**config.mk**
```make
export PLATFORM = sky130hd
export DESIGN_NAME = wb_arbiter2
export DESIGN_NICKNAME = d
export VERILOG_FILES = /design/src/rtl/wb_arbiter2.sv
export SDC_FILE = /design/constraint.sdc
export NUM_CORES = 1
export LEC_CHECK = 0
export ABC_AREA = 0
export BUFFER_PORTS_ARGS = -buffer_cell sky130_fd_sc_hd__buf_2
export CORE_AREA = 2 2 125 127
export DETAILED_ROUTE_END_ITERATION = 8
export DIE_AREA = 0 0 127 129
export SYNTH_ARGS = -nofsm -noshare
export SYNTH_HDL_FRONTEND = slang
export SYNTH_SLANG_ARGS = --single-unit
export TNS_END_PERCENT = 5
```
**constraint.sdc**
```tcl
create_clock -name clk -period 1.8 [get_ports clk]
set_clock_uncertainty 0.15 [all_clocks]
set_input_delay 0.36 -clock clk [delete_from_list [all_inputs] [get_ports clk]]
set_output_delay 0.36 -clock clk [all_outputs]
set_load 0.1 [all_outputs]
```
**src/rtl/wb_arbiter2.sv**
```systemverilog
// Two-master Wishbone classic arbiter sharing one slave port.
// Round-robin grant is held for a whole CYC; a stall watchdog terminates hung cycles with ERR.
module wb_arbiter2 #(
  parameter int TIMEOUT = 255,
  parameter int TO_W    = 8
) (
  input  logic        clk,
  input  logic        rst,
  // master 0 (core)
  input  logic        m0_CYC,
  input  logic        m0_STB,
  input  logic        m0_WE,
  input  logic [31:0] m0_ADR,
  input  logic [31:0] m0_DAT_O,
  input  logic [2:0]  m0_CTI_O,
  output logic        m0_ACK,
  output logic        m0_ERR,
  output logic        m0_RTY,
  output logic [31:0] m0_DAT_I,
  // master 1 (loader / debug)
  input  logic        m1_CYC,
  input  logic        m1_STB,
  input  logic        m1_WE,
  input  logic [31:0] m1_ADR,
  input  logic [31:0] m1_DAT_O,
  input  logic [2:0]  m1_CTI_O,
  output logic        m1_ACK,
  output logic        m1_ERR,
  output logic        m1_RTY,
  output logic [31:0] m1_DAT_I,
  // shared slave
  output logic        s_CYC,
  output logic        s_STB,
  output logic        s_WE,
  output logic [31:0] s_ADR,
  output logic [31:0] s_DAT_O,
  output logic [2:0]  s_CTI_O,
  input  logic        s_ACK,
  input  logic        s_ERR,
  input  logic        s_RTY,
  input  logic [31:0] s_DAT_I,
  // status
  output logic [1:0]  grant,
  output logic        timeout
);

  typedef enum logic [1:0] {
    IDLE  = 2'd0,
    OWN0  = 2'd1,
    OWN1  = 2'd2,
    TOERR = 2'd3
  } state_t;

  localparam bit              WDOG_EN = (TIMEOUT > 0);
  localparam logic [TO_W-1:0] TO_LAST = TO_W'(TIMEOUT - 1);

  state_t          state;
  state_t          state_nxt;
  logic            last;
  logic            last_nxt;
  logic            owner;
  logic            owner_nxt;
  logic [TO_W-1:0] cnt;
  logic [TO_W-1:0] cnt_nxt;

  logic            own;
  logic            own_cyc;
  logic            own_stb;
  logic            s_term;

  // owner is meaningful in OWN0/OWN1/TOERR; it remembers who to ERR and where to return
  assign own     = (state == OWN0) || (state == OWN1);
  assign own_cyc = owner ? m1_CYC : m0_CYC;
  assign own_stb = owner ? m1_STB : m0_STB;
  assign s_term  = s_ACK | s_ERR | s_RTY;

  always_ff @(posedge clk) begin
    if (rst) begin
      state <= IDLE;
      last  <= 1'b1;
      owner <= 1'b0;
      cnt   <= '0;
    end else begin
      state <= state_nxt;
      last  <= last_nxt;
      owner <= owner_nxt;
      cnt   <= cnt_nxt;
    end
  end

  always_comb begin
    state_nxt = state;
    last_nxt  = last;
    owner_nxt = owner;
    cnt_nxt   = '0;
    case (state)
      IDLE: begin
        // on a tie the master that did not finish last wins
        if (m0_CYC && (!m1_CYC || last)) begin
          state_nxt = OWN0;
          owner_nxt = 1'b0;
        end else if (m1_CYC) begin
          state_nxt = OWN1;
          owner_nxt = 1'b1;
        end
      end
      OWN0, OWN1: begin
        if (!own_cyc) begin
          state_nxt = IDLE;
          last_nxt  = owner;
        end else if (WDOG_EN && own_stb && !s_term) begin
          if (cnt == TO_LAST) begin
            state_nxt = TOERR;
          end else begin
            cnt_nxt = cnt + 1'b1;
          end
        end
      end
      TOERR: begin
        if (own_cyc) begin
          state_nxt = owner ? OWN1 : OWN0;
        end else begin
          state_nxt = IDLE;
          last_nxt  = owner;
        end
      end
      default: begin
        state_nxt = IDLE;
      end
    endcase
  end

  // slave side depends only on registered state and master inputs, never on s_* inputs
  always_comb begin
    s_CYC   = 1'b0;
    s_STB   = 1'b0;
    s_WE    = 1'b0;
    s_ADR   = '0;
    s_DAT_O = '0;
    s_CTI_O = '0;
    if (own) begin
      if (owner) begin
        s_CYC   = m1_CYC;
        s_STB   = m1_STB;
        s_WE    = m1_WE;
        s_ADR   = m1_ADR;
        s_DAT_O = m1_DAT_O;
        s_CTI_O = m1_CTI_O;
      end else begin
        s_CYC   = m0_CYC;
        s_STB   = m0_STB;
        s_WE    = m0_WE;
        s_ADR   = m0_ADR;
        s_DAT_O = m0_DAT_O;
        s_CTI_O = m0_CTI_O;
      end
    end
  end

  // responses reach only the owner; a reset cycle suppresses them so an abort stays silent
  assign m0_ACK = ~rst & (state == OWN0) & s_ACK;
  assign m0_RTY = ~rst & (state == OWN0) & s_RTY;
  assign m0_ERR = ~rst & (((state == OWN0) & s_ERR) | ((state == TOERR) & ~owner));
  assign m1_ACK = ~rst & (state == OWN1) & s_ACK;
  assign m1_RTY = ~rst & (state == OWN1) & s_RTY;
  assign m1_ERR = ~rst & (((state == OWN1) & s_ERR) | ((state == TOERR) & owner));

  assign m0_DAT_I = s_DAT_I;
  assign m1_DAT_I = s_DAT_I;

  assign grant   = {(state == OWN1) | ((state == TOERR) & owner),
                    (state == OWN0) | ((state == TOERR) & ~owner)};
  assign timeout = (state == TOERR);

endmodule

```
; ---- Word-level counts from Yosys, hierarchy flattened
; Cells that the tools add are included.
[word_totals]
in_bits = 177
ff_bits = 12
wordCells = 71
out_inout_bits = 143
[classes]
addsub = 1
muxes = 22
reduce_logical = 14
bitwise_logic = 23
eq_ne = 7
[op_table]
columns = operator, n
row1 = two-way mux 32 bit, 4
row2 = two-way mux 2 bit, 7
row3 = AND 1 bit, 12
row4 = != test 3 bit (second input constant), 3
row5 = adder 8 x 1 -> 8 bit (second input constant), 1
row6 = equality test 8 bit (second input constant), 1
row7 = two-way mux 1 bit, 8
row8 = two-way mux 3 bit, 2
row9 = OR 1 bit, 6
row10 = one-hot mux 2 bit (3 select lines), 1
row11 = NOT 1 bit, 5
row12 = OR reduction 5 bit, 1
row13 = equality test 2 bit (second input constant), 2
row14 = AND reduction 2 bit, 2
row15 = AND reduction 3 bit, 1
row16 = OR reduction 3 bit, 1
row17 = equality test 2 x 1 -> 1 bit (second input constant), 1
row18 = logical AND 1 bit, 2
row19 = zero test 1 bit, 2
row20 = zero test 2 bit, 1
row21 = logical OR 1 bit, 2
row22 = nonzero test 2 bit, 1
row23 = OR reduction 2 bit, 1

; ---- Longest topological paths before layout
[depth]
word_depth = 7
ltp_mapped = 6
ltp_nobuf = 6

; ---- Least setup slack after synthesis
; No wires, ideal clock.
[synth_timing]
path_kind = reg2out
startpoint = register state[0]
endpoint = output port m0_ERR
path_stages_with_launch = 4
t_required_ps = 1290
t_arrival_ps = 2871
path_slack_ps = -1581
path_buffers = 0
path_cell_list = dfxtp_1 -> ha_1 -> nand2b_1 -> a21oi_1
[synth_via]
elab_chain_cells = 4
elab_cells_between_ends = 6
classes_between = eq/ne (2) / bitwise (4)
[synth_rtl]
columns = item, line_no
row1 = "start, declared", 57  ; state_t state;
row2 = "start signal, assigned", 84  ; state <= state_nxt;
row3 = equality test 2 bit, -
row4 = net timeout, 44  ; output logic timeout
row5 = AND 1 bit, 163  ; assign m0_ERR = ~rst & (((state == OWN0) & s_ERR) | ((state == TOERR) & ~owner));
row6 = OR 1 bit, 163
row7 = AND 1 bit, 163
row8 = "end, declared", 17  ; output logic m0_ERR,
; The timed path passes the listed nets, and every way through them passes these cells.

; ---- Worst setup path in the final report
[layout_timing]
startpoint = register state[0]
endpoint = output port s_ADR[3]
[layout_via]
elab_chain_cells = 3
elab_cells_between_ends = 4
classes_between = eq/ne (2) / mux (1) / reduce/logical (1)
[layout_rtl]
columns = item, line_no
row1 = equality test 2 x 1 -> 1 bit or equality test 2 bit (tied branches), 72  ; assign own = (state == OWN0) || (state == OWN1);
row2 = logical OR 1 bit (*), 72
row3 = two-way mux 32 bit (*), 141  ; if (own) begin
row4 = "end, declared", 35  ; output logic [31:0] s_ADR,
; Mark *: on every way between the ends. The rest lies on a longest branch, timed or not.

==> results.cfg <==
[synthesis]
synth_warnings = 0
async_flop_share = 0
synth_cells = 307
ys_seq_elements = 12
avgSynthCellArea_um2 = 8.02
synth_ff_type = dfxtp_1
ys_seq_area_frac = 0.0975
synth_fa_ha_area_frac = 0.0356
synth_compound_area_frac = 0.0361
synth.distinct_cells = 33
synth_top_family_by_area = multiplexers
synth_fp_nets = 491
synth_xor_area_frac = 0.0213
synth_edf_count = 0
synth_area_mm2 = 0.00246
synth-simple-area-share = 0.286
synthMuxAreaShare = 0.293

[timing]
setup_viol = 78
rsz0062_at_grt = true
fmax_ghz = 0.491
hold_viol_final = 0
period_needed_ns = 2.04
tns_ns = -15.06
fin_ws_ns = -0.239
worst_pin_slew_ns = 0.327
fin_crit_sh = 1.13
slew_violations = 0
slew_headroom = 0.776

[status]
status = finished with violations
violations = negative setup slack

[clock_tree]
cts_max_level = 1
cts-root-buf = clkbuf_16
cts_buffers = 3
cts.sink_count = 12
post_cts_buffers = 0
worstSkewPairLatency_ns = 0.24
clkSlewWorstSetupHoldPaths_ns = 0.04
cts_buffer_depth = 2
cts_tree = yes
holdBufCountCts = 0

[critical_path]
crit_start = state[0]
r2r_end = state[0]
slowest_stage = dfxtp_4
crit_end = s_ADR[3]
cp.arrival_ns = 1.53
cp.required_ns = 1.29
crit_path_start_kind = flop
crit_path_max_incr_delay_ns = 0.35
cp_max_fo = 32
reg2reg_from = owner
path_cells = inv_4 > ha_4 > buf_12 > nor2b_4 > buf_12
criticalPathCategory = reg -> out
cpMostUsedCell = buf_12
end_kind = output pin
worst-r2r-cell-count = 5
r2r_slack_ns = 0.06

[die]
core_area_mm2 = 0.0150
die_h_um = 129
die_w_um = 127
io_pins = 320
rows = 45
dieArea_mm2 = 0.0164
start_util = 0.164

[grt]
antenna_found_initial = 0
grt_pass1_wl_um = 13300
top_usage_layer = met2
gr-total-overflow = 0
use_met3 = 0.0333
met2_usage = 0.189
met1_usage = 0.111
grtUsageTotal = 0.100
grt_start_max_net_pins = 33
first_global_vias = 2609

[final_layout]
num-fill-cells = 1478
area_delta_synth_final_pct = 128
design_area_mm2 = 0.00561
fin_nets = 672
num_antenna_cells = 0
layout-drive-gt1-share = 0.758

[placement]
postPlaceCellArea_mm2 = 0.00536
numPortBuffers = 223
routabilityCongestion = 0.709
dp_hpwl_um = 7930

[job]
max_cap_violations = 0

[drt]
vias_per_cell = 3.94
firstDrtPassIters = 4
drc_errors = 0
drt-initial-drc-count = 61
totalWireLength_um = 9180
vias = 2660
post_drt_wl_per_cell_um = 13.6
drtAntennaViolNets = 0

[worst_hold_path]
hp-class = reg -> reg
==> cell families (layout without fill, tap and decap cells) <==
group | Yosys count | after routing
buf+inv | 85 | 265
flops | 12 | 12
simple gates | 115 | 115
mux | 72 | 72
fa+ha+maj | 7 | 7
xor+xnor | 6 | 6
compound gates | 10 | 10
==> stage by stage <==
stage	std cells	worst slack [ns]	hold slack (ns)	utilization
floorplan	307	-0.237	0.291	-
global placement	671	-0.174	0.310	0.358
detailed placement	671	-0.180	0.319	0.358
CTS	675	-0.271	0.324	0.371
global route	675	-0.312	0.347	0.375
finish	675	-0.239	0.319	0.375
==> registers in the layout, summed over array words and instances, names as in the netlist <==
register / flops
owner: 1
last: 1
state: 2
cnt: 8
==> cell type report <==
class	count	area [µm²]	area share
clock buffers	4	88.8	0.0158
inverters	4	17.5	0.00312
multi-input cells	210	2380	0.425
flip-flops and latches	12	249	0.0444
well taps	188	235	0.0419
repair buffers	257	2640	0.470
==> repair_timing <==
item / CTS / global route
pin swaps: 5 / 3
resized for setup: 22 / 11
endpoints found under the setup margin: 78 / 83
==> per-layer routing <==
metal / wire [µm] / vias to the layer above
li1: - / 1318
met1: 3240 / 1165
met2: 4910 / 167
met3: 960 / 10
met4: 70 / 0
met5: 0 / -
==> synth_stat cells (all sizes together), types with 2 or more instances <==
| master | instances | share of area |
|---|---|---|
| nand2 | 5 | 0.0076 |
| o21bai | 2 | 0.0061 |
| xor2 | 2 | 0.0071 |
| nand2b | 6 | 0.015 |
| clkbuf | 9 | 0.014 |
| a22oi | 2 | 0.012 |
| nor2b | 71 | 0.18 |
| nor3 | 2 | 0.0041 |
| ha | 7 | 0.036 |
| nand3 | 6 | 0.012 |
| inv | 4 | 0.0061 |
| buf | 72 | 0.21 |
| mux2i | 72 | 0.29 |
| nor2 | 14 | 0.021 |
| and3b | 4 | 0.015 |
| dfxtp | 12 | 0.098 |
| xnor2 | 4 | 0.014 |
==> how the worst min path moves through the flow <==
stage,cells past startpoint,slack [ns],from,endpoint
2_1_floorplan,1,0.29,cnt[0],cnt[0]
3_3_place_gp,1,0.31,cnt[0],cnt[0]
3_5_place_dp,1,0.32,cnt[0],cnt[0]
4_1_cts,3,0.32,m1_CYC,owner
5_1_grt,1,0.35,cnt[0],cnt[0]
6_report,1,0.32,cnt[0],cnt[0]
==> critical path: cells and delay by family, from the launching register on <==
kind          cells  cell delay, ns
buf+inv           3            0.41
flops             1            0.35
fa+ha+maj         1            0.32
simple gates      1            0.19
==> cell usage in the layout, fill, tap and decap left out, types with 2 or more instances in the layout <==
cell	Yosys	layout
and3b_1	2	2
and3b_2	2	2
buf_12	0	84
buf_2	8	144
buf_4	64	26
buf_6	0	2
clkbuf_16	0	3
dfxtp_1	12	9
dfxtp_4	0	2
ha_1	7	3
ha_4	0	4
inv_1	4	2
mux2i_1	72	57
mux2i_2	0	10
mux2i_4	0	5
nand2_1	5	5
nand2b_1	6	4
nand2b_4	0	2
nand3_1	6	5
nor2_1	14	12
nor2b_4	0	70
nor3_1	2	2
o21bai_1	2	2
xnor2_1	4	4
xor2_1	2	2
Power is not shown: default switching activity piles up to over one toggle a cycle in this logic, so the estimate is an artifact.
